<file path="src/rtl/ex_pkg.sv">
// Shared types and constants for the execute stage: ALU opcodes, FSM states,
// field positions of the 7-bit memory/writeback control vector.
package ex_pkg;

  typedef enum logic [2:0] {
    ALU_AND   = 3'd0,
    ALU_ADD   = 3'd1,
    ALU_SUB   = 3'd2,
    ALU_OR    = 3'd3,
    ALU_SLL   = 3'd4,
    ALU_SRL   = 3'd5,
    ALU_MUL   = 3'd6,
    ALU_PASSB = 3'd7
  } alu_op_t;

  typedef enum logic {
    IDLE = 1'b0,
    MUL  = 1'b1
  } ex_state_t;

  // Bit positions inside mem_signals: {DataInSrc, MemRd, MemWr, NumOfByte[1:0], WBdata[1:0]}
  localparam int MEM_DATA_IN_SRC = 6;
  localparam int MEM_RD          = 5;
  localparam int MEM_WR          = 4;
  localparam int MEM_NUM_BYTE_HI = 3;
  localparam int MEM_NUM_BYTE_LO = 2;
  localparam int MEM_WB_DATA_HI  = 1;
  localparam int MEM_WB_DATA_LO  = 0;

  localparam logic [1:0] WB_PC  = 2'd0;
  localparam logic [1:0] WB_ALU = 2'd1;
  localparam logic [1:0] WB_MEM = 2'd2;

endpackage

</file>
<file path="src/rtl/ex_stage_mul.sv">
// Iterative shift-add multiplier (one partial product per clock, WIDTH steps).
// Only built when EX_MUL_EN is defined.
`ifdef EX_MUL_EN
module seq_multiplier #(
  parameter int WIDTH = 16
) (
  input  logic               clk,
  input  logic               rst_n,
  input  logic               start,
  input  logic               abort,
  input  logic [WIDTH-1:0]   op_a,
  input  logic [WIDTH-1:0]   op_b,
  output logic               done,
  output logic [2*WIDTH-1:0] product
);

  localparam int CW = $clog2(WIDTH) + 1;

  logic               running_q;
  logic [CW-1:0]      count_q;
  logic [2*WIDTH-1:0] mcand_q;
  logic [2*WIDTH-1:0] acc_q;
  logic [WIDTH-1:0]   mplier_q;
  logic [2*WIDTH-1:0] acc_next;

  // The final step's sum is exposed combinationally so the caller can
  // register the product on the same edge that completes it.
  assign acc_next = acc_q + (mplier_q[0] ? mcand_q : '0);
  assign done     = running_q && (count_q == CW'(WIDTH - 1));
  assign product  = acc_next;

  always_ff @(posedge clk) begin
    if (!rst_n) begin
      running_q <= 1'b0;
      count_q   <= '0;
      mcand_q   <= '0;
      acc_q     <= '0;
      mplier_q  <= '0;
    end else if (abort) begin
      running_q <= 1'b0;
      count_q   <= '0;
    end else if (start) begin
      running_q <= 1'b1;
      count_q   <= '0;
      acc_q     <= '0;
      mcand_q   <= {{WIDTH{1'b0}}, op_a};
      mplier_q  <= op_b;
    end else if (running_q) begin
      acc_q    <= acc_next;
      mcand_q  <= mcand_q << 1;
      mplier_q <= mplier_q >> 1;
      count_q  <= count_q + 1'b1;
      if (done) running_q <= 1'b0;
    end
  end

endmodule
`endif

</file>
<file path="src/rtl/ex_stage.sv">
// Execute stage: ALU plus EX/MEM pipeline register. Defining EX_MUL_EN adds the
// iterative multiplier, the IDLE/MUL FSM and a live busy output.
module ex_stage
  import ex_pkg::*;
#(
  parameter int WIDTH = 16
) (
  input  logic             clk,
  input  logic             rst_n,
  input  logic             valid_in,
  input  logic             flush_in,
  input  logic [2:0]       alu_op,
  input  logic [WIDTH-1:0] op_a,
  input  logic [WIDTH-1:0] op_b,
  input  logic [WIDTH-1:0] imm_in,
  input  logic [WIDTH-1:0] pc_in,
  input  logic [WIDTH-1:0] store_data_in,
  input  logic [6:0]       mem_signals_in,
  input  logic [2:0]       rd_in,
  input  logic             reg_wr_in,
  output logic             busy,
  output logic             valid_out,
  output logic [WIDTH-1:0] alu_result,
  output logic [WIDTH-1:0] imm_out,
  output logic [WIDTH-1:0] pc_out,
  output logic [WIDTH-1:0] store_data,
  output logic [6:0]       mem_signals,
  output logic [2:0]       rd_out,
  output logic             reg_wr_out,
  output logic             zero_flag,
  output logic             carry_flag
);

  logic             accept;
  logic             is_mul;
  logic [WIDTH-1:0] alu_res;
  logic             alu_carry;
  logic [WIDTH:0]   sum_ext;

  logic             v_d, rw_d, z_d, c_d;
  logic [WIDTH-1:0] res_d, imm_d, pc_d, sd_d;
  logic [6:0]       mem_d;
  logic [2:0]       rd_d;

  assign accept = valid_in && !busy && !flush_in;

  // Single-cycle ALU. Without the multiplier, MUL falls through to a zero result.
  always_comb begin
    // NOTE: every variable gets a default before the case so no path leaves it
    // unassigned; otherwise synthesis infers a latch.
    alu_res   = '0;
    alu_carry = 1'b0;
    sum_ext   = '0;
    case (alu_op_t'(alu_op))
      ALU_AND:   alu_res = op_a & op_b;
      ALU_ADD: begin
        sum_ext   = {1'b0, op_a} + {1'b0, op_b};
        alu_res   = sum_ext[WIDTH-1:0];
        alu_carry = sum_ext[WIDTH];
      end
      ALU_SUB: begin
        alu_res   = op_a - op_b;
        alu_carry = (op_a < op_b);
      end
      ALU_OR:    alu_res = op_a | op_b;
      ALU_SLL:   alu_res = op_a << op_b[3:0];
      ALU_SRL:   alu_res = op_a >> op_b[3:0];
      ALU_MUL:   alu_res = '0;
      ALU_PASSB: alu_res = op_b;
      default:   alu_res = '0;
    endcase
  end

`ifdef EX_MUL_EN
  ex_state_t          state_q, state_d;
  logic               mul_start;
  logic               mul_done;
  logic               mul_emit;
  logic [2*WIDTH-1:0] mul_product;
  logic [WIDTH-1:0]   hold_imm, hold_pc, hold_sd;
  logic [6:0]         hold_mem;
  logic [2:0]         hold_rd;
  logic               hold_rw;

  assign is_mul = (alu_op_t'(alu_op) == ALU_MUL);

  seq_multiplier #(.WIDTH(WIDTH)) u_mul (
    .clk     (clk),
    .rst_n   (rst_n),
    .start   (mul_start),
    .abort   (flush_in),
    .op_a    (op_a),
    .op_b    (op_b),
    .done    (mul_done),
    .product (mul_product)
  );

  always_comb begin
    state_d   = state_q;
    mul_start = 1'b0;
    case (state_q)
      IDLE: if (accept && is_mul) begin
        state_d   = MUL;
        mul_start = 1'b1;
      end
      MUL:  if (mul_done) state_d = IDLE;
      default: state_d = IDLE;
    endcase
    // A branch redirect kills the multiply even on its final step.
    if (flush_in) state_d = IDLE;
  end

  always_ff @(posedge clk) begin
    // NOTE: sequential state uses non-blocking assignments so every register
    // samples pre-edge values regardless of block ordering.
    if (!rst_n) state_q <= IDLE;
    else        state_q <= state_d;
  end

  // NOTE: these holding registers carry no reset; they are only read after
  // mul_start has loaded them, so reset would add routing with no benefit.
  always_ff @(posedge clk) begin
    if (mul_start) begin
      hold_imm <= imm_in;
      hold_pc  <= pc_in;
      hold_sd  <= store_data_in;
      hold_mem <= mem_signals_in;
      hold_rd  <= rd_in;
      hold_rw  <= reg_wr_in;
    end
  end

  assign busy     = (state_q == MUL);
  assign mul_emit = (state_q == MUL) && mul_done && !flush_in;
`else
  assign is_mul = 1'b0;
  assign busy   = 1'b0;
`endif

  // EX/MEM next value: bubble unless a single-cycle op is accepted or a
  // multiply completes.
  always_comb begin
    v_d   = 1'b0;
    res_d = '0;
    imm_d = '0;
    pc_d  = '0;
    sd_d  = '0;
    mem_d = '0;
    rd_d  = '0;
    rw_d  = 1'b0;
    c_d   = 1'b0;
    if (accept && !is_mul) begin
      v_d   = 1'b1;
      res_d = alu_res;
      imm_d = imm_in;
      pc_d  = pc_in;
      sd_d  = store_data_in;
      mem_d = mem_signals_in;
      rd_d  = rd_in;
      rw_d  = reg_wr_in;
      c_d   = alu_carry;
    end
`ifdef EX_MUL_EN
    else if (mul_emit) begin
      v_d   = 1'b1;
      res_d = mul_product[WIDTH-1:0];
      imm_d = hold_imm;
      pc_d  = hold_pc;
      sd_d  = hold_sd;
      mem_d = hold_mem;
      rd_d  = hold_rd;
      rw_d  = hold_rw;
      c_d   = |mul_product[2*WIDTH-1:WIDTH];
    end
`endif
    z_d = v_d && (res_d == '0);
  end

  always_ff @(posedge clk) begin
    if (!rst_n) begin
      valid_out   <= 1'b0;
      alu_result  <= '0;
      imm_out     <= '0;
      pc_out      <= '0;
      store_data  <= '0;
      mem_signals <= '0;
      rd_out      <= '0;
      reg_wr_out  <= 1'b0;
      zero_flag   <= 1'b0;
      carry_flag  <= 1'b0;
    end else begin
      valid_out   <= v_d;
      alu_result  <= res_d;
      imm_out     <= imm_d;
      pc_out      <= pc_d;
      store_data  <= sd_d;
      mem_signals <= mem_d;
      rd_out      <= rd_d;
      reg_wr_out  <= rw_d;
      zero_flag   <= z_d;
      carry_flag  <= c_d;
    end
  end

endmodule

</file>
<file path="config.mk">
export PLATFORM = sky130hd
export DESIGN_NAME = ex_stage
export DESIGN_NICKNAME = d
export VERILOG_FILES = /design/src/rtl/ex_pkg.sv /design/src/rtl/ex_stage_mul.sv /design/src/rtl/ex_stage.sv
export SDC_FILE = /design/constraint.sdc
export NUM_CORES = 1
export LEC_CHECK = 0
export ABC_AREA = 1
export ABC_CLOCK_PERIOD_IN_PS = 2800
export CAP_MARGIN = 20
export CORE_MARGIN = 2
export CORE_UTILIZATION = 48
export CTS_BUF_LIST = sky130_fd_sc_hd__clkbuf_4 sky130_fd_sc_hd__clkbuf_8
export DETAILED_ROUTE_END_ITERATION = 7
export GPL_ROUTABILITY_DRIVEN = 1
export PLACE_DENSITY = 0.8
export SYNTH_ARGS = -nofsm -noshare
export SYNTH_HDL_FRONTEND = slang
export SYNTH_HIERARCHICAL = 1
export SYNTH_SLANG_ARGS = --single-unit
</file>
<file path="constraint.sdc">
create_clock -name clk -period 2.8 [get_ports clk]
set_input_delay 0.56 -clock clk [delete_from_list [all_inputs] [get_ports clk]]
set_output_delay 0.56 -clock clk [all_outputs]
set_load 0.01 [all_outputs]
</file>
# Yosys cells after proc, flatten, opt, wreduce, memory -nomap -nowiden
# Index checks and enable logic that the tools add are counted.
dict set report totals {
  register_bits 78
  inputBits 98
  output_inout_bits 79
  wordCells 34
}
dict set report op_classes {
  addsub 2
  order_cmp 1
  n_eq_ne 7
  shift 2
  muxes 4
  bitwise 2
  n_reduce_logical 6
}
# op count
set ops {}
lappend ops {{16-bit case mux with 8 select lines} 1}
lappend ops {{16-bit by 16-bit adder with 17-bit output} 1}
lappend ops {{16-bit bitwise AND} 1}
lappend ops {{16-bit logical NOT} 1}
lappend ops {{16-bit < comparator} 1}
lappend ops {{16-bit two-way mux} 1}
lappend ops {{16-bit OR} 1}
lappend ops {{16-bit by 4-bit left shift with 16-bit output} 1}
lappend ops {{16-bit by 4-bit right shift with 16-bit output} 1}
lappend ops {{16-bit subtractor} 1}
lappend ops {{3-bit equality test (second input constant)} 4}
lappend ops {{3-bit by 2-bit equality test with 1-bit output (second input constant)} 2}
lappend ops {{3-bit by 1-bit equality test with 1-bit output (second input constant)} 1}
lappend ops {{3-bit logical NOT} 1}
lappend ops {{1-bit logical AND} 2}
lappend ops {{1-bit case mux with 2 select lines} 1}
lappend ops {{2-bit AND reduction} 1}
lappend ops {{1-bit logical NOT} 1}
lappend ops {{1-bit two-way mux} 1}

# Logic depth before layout (Yosys ltp)
# Gate-level depths: netlist (run 1).
dict set report logic_depth {
  depth_word 5
  ltp_mapped 20
  ltp_nobuf 19
}

# Least setup slack after synthesis (run 1)
# OpenSTA, ideal clock, no wires.
dict set report synth_path {
  path_type {input-to-reg}
  from {in op_b[2]}
  to {reg zero_flag}
  setup_ns 0.064
  arrival_ns 2.380
  t_required_ns 2.736
  setup_slack_ns 0.356
  stages 19
  n_path_buf 2
  path_cell_list {inv_1 > buf_2 > buf_2 > ha_1 > inv_1 > nand2_1 > nand2_1 > nand3_1 > nand2_1 > nand2_1 > nand3_1 > nand2_1 > nor2_1 > nor2_1 > a21oi_1 > nand2_1 > nor2_1 > nand2_1 > nor2_1}
}
dict set report synth_via {
  elab_chain_cells 5
  word_cells_on_any_way 10
  cone_classes {add/sub: 2; shift: 2; mux: 2; bitwise: 2; reduce/logical: 2}
}
# element line_no
set synth_rtl {}
lappend synth_rtl {{start: declaration} ex_stage.sv:14} ;# input logic [WIDTH-1:0] op_b,
lappend synth_rtl {{16-bit subtractor (tied with other cells)} ex_stage.sv:62} ;# alu_res = op_a - op_b;
lappend synth_rtl {{16-bit case mux with 8 select lines (*)} ex_stage.sv:54} ;# case (alu_op_t'(alu_op))
lappend synth_rtl {{16-bit two-way mux (*)} ex_stage.sv:152} ;# if (accept && !is_mul) begin
lappend synth_rtl {{16-bit logical NOT (*)} ex_stage.sv:176} ;# z_d = v_d && (res_d == '0);
lappend synth_rtl {{1-bit logical AND (*)} ex_stage.sv:176}
lappend synth_rtl {{end signal: assignment} ex_stage.sv:200} ;# zero_flag <= z_d;
lappend synth_rtl {{end: declaration} ex_stage.sv:30} ;# output logic zero_flag,
# Mark *: on every way between the ends. The rest lies on a longest branch, timed or not.
# A chain may end at the register's enable or synchronous reset.

# Final worst setup path (run 1)
dict set report layout_path {
  from {in op_b[3]}
  to {reg zero_flag}
}
# The elaborated chain is that of the path after synthesis.

==> flow_summary_export.csv, run 1 <==
group,metric,value,unit
outcome,outcome,"finished, final reports clean",
hold_path,hp-class,"input pin to register",
cts,cts.clk_slew.worst_paths,0.09,ns
worst_setup_path,cp-end-kind,"register",
drt,drt-total-wl,27100,microns
layout,drive_gt1_share,17.4,%
flow_run,drv_cap,0,
pwr,p_comb_share,39.1,%
yosys,ys_seq_area_share,24.8,%
cts,clock_sinks,78,
die,io-pin-count,177,
die,row_count,41,
timing,worst_pin_slew,0.616,ns
layout,finalInstanceArea,9750,sq um
pwr,p_clk_share,27.8,%
cts,hold_buffers,0,
yosys,synth_edf_count,0,
drt,drcViolationCount,0,
drt,drt_iter0_markers,787,
drt,drtAntennaViolNets,0,
worst_setup_path,arrival,2.97,ns
die,core,12700,sq um
yosys,synth_cells,1065,
die,die_w,119,microns
pwr,switchingPower,0.00120,W
die,dieArea,14100,sq um
yosys,synth_warnings,6,
yosys,synth.net_count,1217,
cts,cts_inserted_buffers,9,
worst_setup_path,cp-start-kind,"input pin",
pwr,p_per_area,356,nW/um^2
yosys,yosys-top-cells-area,"dfxtp_1 25%, nand2_1 16%, nand3_1 12%",
place,gp_congestion,1.04,
yosys,yosysUniqueCellTypes,40,
drt,drt-pass1-iter-count,6,
place,hpwlAfterDp,22400,microns
timing,fin_ws,0.121,ns
yosys,synth_top_area_cell,"dfxtp_1",
place,place_ws,-0.446,ns
drt,vias,8263,
layout,syn_to_final_growth,54.9,%
timing,slew_violations,0,
pwr,p_seq_share,33.1,%
worst_setup_path,cp_max_fo,6,
yosys,synthesis.area,6300,sq um
pwr,swShare,34.5,%
die,initial_utilization,49.5,%
timing,finalSetupViolCount,0,
yosys,async_flop_share,0,%
global_routing,grt_pass1_wl,41700,microns
layout,nNetsFinal,1533,
drt,wire_per_inst,17.4,microns
die,fp.dieH,119,microns
pwr,p_leak,5.06,nW
yosys,yosysTopAreaCellShare,24.8,%
yosys,synth_area_per_cell,5.91,sq um
worst_setup_path,path_class,"input pin to register",
global_routing,track_usage,37.8,%
timing,finalCriticalPeriod,2.68,ns
timing,tns,0,ns
global_routing,grt-ovfl-total,0,
pwr,ir_drop,0.217,mV
worst_setup_path,cp_data_required_time,3.09,ns
place,postPlaceCellArea,9340,sq um
yosys,synth-seq-cells,78,
yosys,ys.flop_type,"dfxtp_1",
global_routing,grt_pass1_vias,7854,
cts,cts_root_buf,"clkbuf_8",
drt,post_drt_via_cell_ratio,5.30,
timing,hold_violations,0,
cts,cts_buffer_depth,2,
global_routing,grt_max_degree,61,
cts,cts-htree-levels,3,
timing,post-route-period-util,95.7,%
pwr,internal_power,0.00228,W
place,port_buffers,175,
layout,final_core_util,76.7,%
timing,fmax,373,MHz
cts,cts_tree,"done",
global_routing,antenna_found_initial,1,
timing,max_slew_margin,58.9,%
layout,fill_cells,982,
## critical path, stage by stage
cell,delay [ns]
clkdlybuf4s50_1,0.51
inv_1,0.09
ha_2,0.33
nor2_1,0.19
nand3_2,0.13
nand2_2,0.10
buf_4,0.10
nand2_1,0.04
nand3_1,0.07
nand2_1,0.09
nor2_2,0.12
nor2_1,0.08
a21oi_2,0.11
nand2_1,0.11
nor2_2,0.16
nand2_1,0.06
nor2_1,0.09
## metrics by stage
step                cells  hold WS, ns  total power [W]
global placement     1538         1.08          0.00242
floorplan            1065        0.672          0.00178
global route         1559        0.727          0.00364
detailed placement   1538         1.09          0.00244
finish               1559        0.727          0.00347
CTS                  1554        0.712          0.00341
## cell type report
cell class,count,area [sq um],share of cell area [%]
timing repair buffer,347,3090,31.7
clock buffer,9,124,1.27
antenna,1,2.50,0.0257
multi-input combinational,771,4000,41.1
sequential,78,1560,16.0
clock inverter,7,103,1.05
tap,172,215,2.21
inverter,174,653,6.70
## synthesized netlist by cell type, types with 2 or more instances
cell type	n
a21oi_1	46
and2_1	2
buf_2	25
buf_4	2
buf_6	4
clkbuf_1	11
clkinv_1	4
dfxtp_1	78
fa_1	2
ha_1	52
inv_1	163
inv_2	7
nand2_1	267
nand3_1	155
nand4_1	10
nor2_1	157
nor2_2	3
nor3_1	8
o211ai_1	5
o21ai_0	32
o21ai_1	7
o21bai_1	6
o22ai_1	2
## routing by layer
layer  global-route usage, %  share of wire, %
met3                    6.85               9.9
met1                    45.7                39
met2                    64.3                46
met4                    18.6               5.2
met5                       0                 0
## registers in the layout, indices dropped and copies added, names as in the netlist
register	flops
alu_result	16
imm_out	16
pc_out	16
store_data	16
mem_signals	7
rd_out	3
carry_flag	1
reg_wr_out	1
valid_out	1
zero_flag	1
## worst paths after layout
| check | depth (start not counted) | startpoint | slack, ns | endpoint |
|---|---|---|---|---|
| worst min-delay path | 3 | pc_in[0] | 0.73 | pc_out[0] |
| worst max-delay path | 17 | op_b[3] | 0.12 | zero_flag |
## cells in the final DEF, fill, tap and decap left out, types with 3 or more instances in the layout
cell type	n
nand2_1	257
clkdlybuf4s50_1	173
buf_4	168
inv_1	162
nand3_1	153
nor2_1	151
dfxtp_1	78
ha_1	43
a21oi_1	41
o21ai_0	31
nand2_2	11
nand4_1	10
nor2_2	9
clkbuf_8	9
inv_2	8
nor3_1	8
o21ai_1	8
o21bai_1	5
o211ai_1	5
ha_2	5
clkinv_1	4
a21oi_2	4
ha_4	4
nand3_2	3
inv_6	3
buf_12	3
## logic make-up (layout without fill, tap and decap cells)
family	after synthesis	after routing	synth area share, %
AND/OR/NAND/NOR	611	611	41.0
buffers and inverters	216	537	14.0
flip-flops	78	78	24.8
adder cells (fa/ha/maj)	54	54	11.0
AO/OA/AOI/OAI	105	105	9.18
other	1	2	0.0595
## power by group through the flow
stage	clock network (W)	logic [W]	registers, W
after floorplan	0	0.000589	0.00119
after global placement	0	0.00125	0.00117
after detailed placement	0	0.00127	0.00118
after CTS	0.000976	0.00128	0.00115
after global routing	0.00103	0.00147	0.00115
final	0.000965	0.00136	0.00115
## repair_timing
item,4_1_cts,5_1_grt
gates cloned,0,0
gates resized for setup,5,39
setup buffers,0,4
endpoints found under the setup margin,2,4
pin swaps,0,7
No activity file was read; power rests on OpenSTA's default activity.
==> inputs of run 2 (changes only) <==
--- a/config.mk
+++ b/config.mk
@@ -14,4 +14,5 @@
 export DETAILED_ROUTE_END_ITERATION = 7
+export DONT_BUFFER_PORTS = 1
 export GPL_ROUTABILITY_DRIVEN = 1
-export PLACE_DENSITY = 0.8
+export SETUP_SLACK_MARGIN = 0.2
 export SYNTH_ARGS = -nofsm -noshare
==> constraint.sdc (replaced) <==
create_clock -name clk -period 2.8 [get_ports clk]
set_input_delay 0.28 -clock clk [delete_from_list [all_inputs] [get_ports clk]]
set_output_delay 0.28 -clock clk [all_outputs]
set_load 0.01 [all_outputs]
==> flow_summary_export.csv, run 2 (synthesis results as in run 1) <==
group,metric,value,unit
timing,worst_pin_slew,0.698,ns
worst_setup_path,startpoint,"op_b[13]",
worst_setup_path,path_depth,14,
drt,drcViolationCount,0,
pwr,p_per_area,436,nW/um^2
cts,hold_buffers,0,
global_routing,grt_max_degree,48,
outcome,outcome,"finished, final reports clean",
drt,drt_iter0_markers,636,
pwr,p_leak,3.61,nW
timing,max_slew_margin,53.4,%
drt,drt-total-wl,21200,microns
layout,final_common_cell,"nand2_1",
worst_setup_path,path_cells,"inv_1 -> ha_1 -> inv_1 -> nor3_1 -> nand3_1 -> nand2_1 -> nand2_1 -> nand3_1 -> nand3_1 -> nand2_1 -> nand2_1 -> nor2_1 -> nand2_1 -> nor2_1",
place,port_buffers,0,
worst_setup_path,arrival,2.22,ns
die,io-pin-count,177,
die,core,12700,sq um
cts,post_cts_buffers,0,
global_routing,grt-ovfl-total,0,
drt,vias,6676,
hold_path,hp-class,"input pin to register",
cts,cts.clk_slew.worst_paths,0.08,ns
cts,cts-htree-levels,3,
timing,finalCriticalPeriod,1.93,ns
timing,finalSetupViolCount,0,
cts,post_cts_resized,0,
worst_setup_path,slowest_delay,0.51,ns
drt,drt-pass1-iter-count,7,
cts,cts_inserted_buffers,9,
global_routing,grt_pass1_wl,33200,microns
timing,tns,0,ns
timing,rsz0062_at_grt,"false",
flow_run,drv_cap,0,
worst_setup_path,path_class,"input pin to register",
cts,cts_buffer_depth,2,
pwr,ir_drop,0.236,mV
global_routing,grt_pass1_vias,6069,
timing,fmax,517,MHz
drt,post_drt_via_cell_ratio,5.48,
worst_setup_path,cp_data_required_time,3.08,ns
die,fp.dieH,119,microns
worst_setup_path,timing.critical_path.mode_cell,"nand2_1",
worst_setup_path,critPathTopFamily,"simple AND/OR/NAND/NOR gates",
die,die_w,119,microns
global_routing,antenna_found_initial,0,
timing,hold_violations,0,
die,initial_utilization,49.5,%
worst_setup_path,cp_max_fo,8,
worst_setup_path,crit_path_end,"zero_flag",
cts,cts_tree,"done",
layout,drive_gt1_share,3.92,%
die,dieArea,14100,sq um
timing,hold_slack,0.0398,ns
layout,diodes,0,
layout,nNetsFinal,1194,
worst_setup_path,cp-end-kind,"register",
cts,cts_root_buf,"clkbuf_8",
place,hpwlAfterDp,17000,microns
worst_setup_path,cp_slowest_cell,"ha_1",
layout,layout_common_cells,"267 x nand2_1, 163 x inv_1, 157 x nor2_1",
pwr,total_power,0.00287,W
place,gp_congestion,1.00,
drt,drtAntennaViolNets,0,
worst_setup_path,cp-start-kind,"input pin",
cts,clock_sinks,78,
global_routing,track_usage,29.8,%
worst_setup_path,path_buf_inv,2,
layout,syn_to_final_growth,4.59,%
die,row_count,41,
layout,final_core_util,51.8,%
timing,slew_violations,0,
timing,post-route-period-util,69.1,%
drt,wire_per_inst,17.4,microns
## run 2: cell types whose count changed in the layout (fill, tap and decap cells not counted), moves of 5 or more
cell,delta
clkdlybuf4s50_1,-173
a21oi_1,+5
nand2_1,+10
nor2_1,+6
buf_4,-161
ha_1,+9
nor2_2,-6
nand2_2,-10
ha_2,-5
## run 2: final cells by class
cell class              count  area (sq um)
well taps                 172           215
clock buffers              11           145
multi-input cells         771          3860
flip-flops and latches     78          1560
clock inverters             5          82.6
fillers                  1438          6140
inverters                 174           653
repair buffers              8          72.6
## run 2: power by group
part	total, W	switching (W)	leakage, nW	internal (W)
sequential	0.00117	0.0000296	0.634	0.00114
combinational	0.000778	0.000534	2.86	0.000244
clock	0.000925	0.000387	0.117	0.000538
total	0.00287	0.000951	3.61	0.00192
## run 2: how the worst min path moves through the flow
stage	slack, ns	from	cells past startpoint	endpoint
2_1_floorplan	0.39	imm_in[0]	2	imm_out[0]
3_3_place_gp	0.39	store_data_in[11]	2	store_data[11]
3_5_place_dp	0.40	pc_in[1]	2	pc_out[1]
4_1_cts	0.009	pc_in[1]	2	pc_out[1]
5_1_grt	0.02	store_data_in[10]	2	store_data[10]
6_report	0.04	pc_in[3]	2	pc_out[3]
## run 2: through the flow
step | setup WS, ns | cells | cell area [sq um]
2_1_floorplan | 0.636 | 1065 | 6300
3_3_place_gp | 0.544 | 1203 | 6360
3_5_place_dp | 0.577 | 1203 | 6360
4_1_cts | 0.944 | 1219 | 6590
5_1_grt | 0.667 | 1219 | 6590
6_report | 0.866 | 1219 | 6590
## run 2: layer usage
layer	GRT usage [%]	share of wire, %	vias to the layer above
met5	0	0	-
met4	7.81	1.8	0
met3	5.98	11	27
met2	49.2	46	409
met1	39.4	41	2959
li1	-	-	3281
==> inputs of run 3 (changes only) <==
- ABC_CLOCK_PERIOD_IN_PS: 2800 -> 1700
- PLACE_DENSITY: default -> 0.65
- clock period: 2.8 -> 1.7 ns (I/O delays scaled with it)
==> flow_summary_export.csv, run 3 (synthesis results as in run 1) <==
group,metric,value,unit
die,initial_utilization,49.5,%
drt,drtAntennaViolNets,0,
worst_setup_path,cp-start-kind,"input pin",
place,gp_congestion,1.01,
worst_setup_path,timing.critical_path.mode_cell,"nand2_1",
cts,cts_buffer_depth,2,
timing,hold_slack,0.00454,ns
global_routing,grt_pass1_vias,7123,
layout,nNetsFinal,1367,
worst_setup_path,cp-end-kind,"register",
place,hpwlAfterDp,18000,microns
die,core,12700,sq um
drt,drt_iter0_markers,713,
global_routing,track_usage,33.5,%
timing,worst_pin_slew,0.714,ns
timing,post-route-period-util,94.1,%
global_routing,grtUsageMet3,7.92,%
hold_path,hp-class,"input pin to register",
layout,drive_gt1_share,21.7,%
cts,cts_root_buf,"clkbuf_8",
global_routing,antenna_found_initial,2,
pwr,p_leak,4.44,nW
timing,max_slew_margin,52.2,%
worst_setup_path,cp_data_required_time,1.98,ns
layout,layout_common_cells,"238 x nand2_1, 150 x inv_1, 143 x nand3_1",
die,dieArea,14100,sq um
drt,post_drt_via_cell_ratio,5.34,
cts,clock_sinks,78,
drt,drt-pass1-iter-count,6,
drt,drcViolationCount,0,
drt,drt-total-wl,24200,microns
global_routing,grt-ovfl-total,0,
timing,fmax,625,MHz
die,io-pin-count,177,
global_routing,grt_use_met1,40.4,%
worst_setup_path,path_buf_inv,2,
global_routing,grt_most_used_layer,"met2",
drt,vias,7441,
cts,cts-htree-levels,3,
global_routing,grt_max_degree,60,
timing,tns,0,ns
pwr,ir_drop,0.542,mV
pwr,p_per_area,611,nW/um^2
cts,cts.clk_slew.worst_paths,0.07,ns
die,fp.dieH,119,microns
timing,finalCriticalPeriod,1.60,ns
cts,cts_tree,"done",
worst_setup_path,slowest_delay,0.35,ns
worst_setup_path,arrival,1.88,ns
worst_setup_path,cp_slowest_cell,"fa_2",
flow_run,drv_cap,0,
layout,syn_to_final_growth,36.5,%
global_routing,grt_pass1_wl,37400,microns
global_routing,met2_usage,55.8,%
worst_setup_path,cp_max_fo,4,
die,row_count,41,
cts,cts_inserted_buffers,9,
layout,final_common_cell,"nand2_1",
pwr,total_power,0.00525,W
place,dp.cells,1312,
layout,finalNonFillerCells,1393,
timing,hold_violations,0,
timing,finalSetupViolCount,0,
place,port_buffers,0,
worst_setup_path,path_class,"input pin to register",
outcome,outcome,"finished, final reports clean",
drt,wire_per_inst,17.4,microns
timing,slew_violations,0,
timing,rsz0062_at_grt,"true",
die,die_w,119,microns
worst_setup_path,critPathTopFamily,"simple AND/OR/NAND/NOR gates",
worst_setup_path,path_cells,"ha_4 -> inv_2 -> fa_2 -> inv_2 -> nand2_2 -> nand2_2 -> nand3_1 -> nand2_1 -> o21ai_1 -> nor2_1 -> nand2_1 -> nand2_1 -> nand2_1 -> nor2_2 -> nand2_1 -> nor2_1 -> nand2_1 -> nor2_1",
## run 3: changes by cell type in the layout (fill, tap and decap cells not counted), sizes merged
cell | previous run | this run
buf | 8 | 122
clkbuf | 11 | 10
bufinv | 2 | 1
dlygate4sd3 | 0 | 59
clkinv | 7 | 6
diode | 0 | 2
clkinvlp | 0 | 2
## run 3: power by group
group / switching, W / internal, W
Clock: 0.000665 / 0.000713
Combinational: 0.00109 / 0.000851
Sequential: 0.0000521 / 0.00188
## run 3: through the flow
stage | instance area, sq um | util [%] | setup slack (ns)
detailed placement | 7320 | 57.5 | -0.339
floorplan | 6460 | - | -0.0723
global placement | 7320 | 57.5 | -0.320
global route | 8600 | 67.6 | -0.0661
CTS | 8210 | 64.6 | 0.106
finish | 8600 | 67.6 | 0.101
## run 3: worst paths after layout
| kind | start | endpoint | slack [ns] | cells past startpoint |
|---|---|---|---|---|
| worst max-delay path | op_a[0] | zero_flag | 0.10 | 18 |
| worst min-delay path | rst_n | valid_out | 0.005 | 2 |
## run 3: layout make-up
type	instances	area (sq um)
clock buffer	10	138
sequential	78	1560
timing repair buffer	181	1550
antenna	2	5.00
tap	172	215
fill	1123	4130
clock inverter	5	58.8
multi-input combinational	771	4370
inverter	174	697
## run 3: repair_timing
action,4_1_cts,5_1_grt
resized for setup,26,90
pin swaps,11,30
setup endpoints to repair,9,13
hold endpoints to repair,59,0
buffers inserted,1,4
hold buffers,59,0
## run 3: layer usage
layer	routed length, microns	vias to the layer above
met5	0	-
met4	1210	0
met3	2430	79
met2	11100	395
met1	9470	3343
li1	-	3624
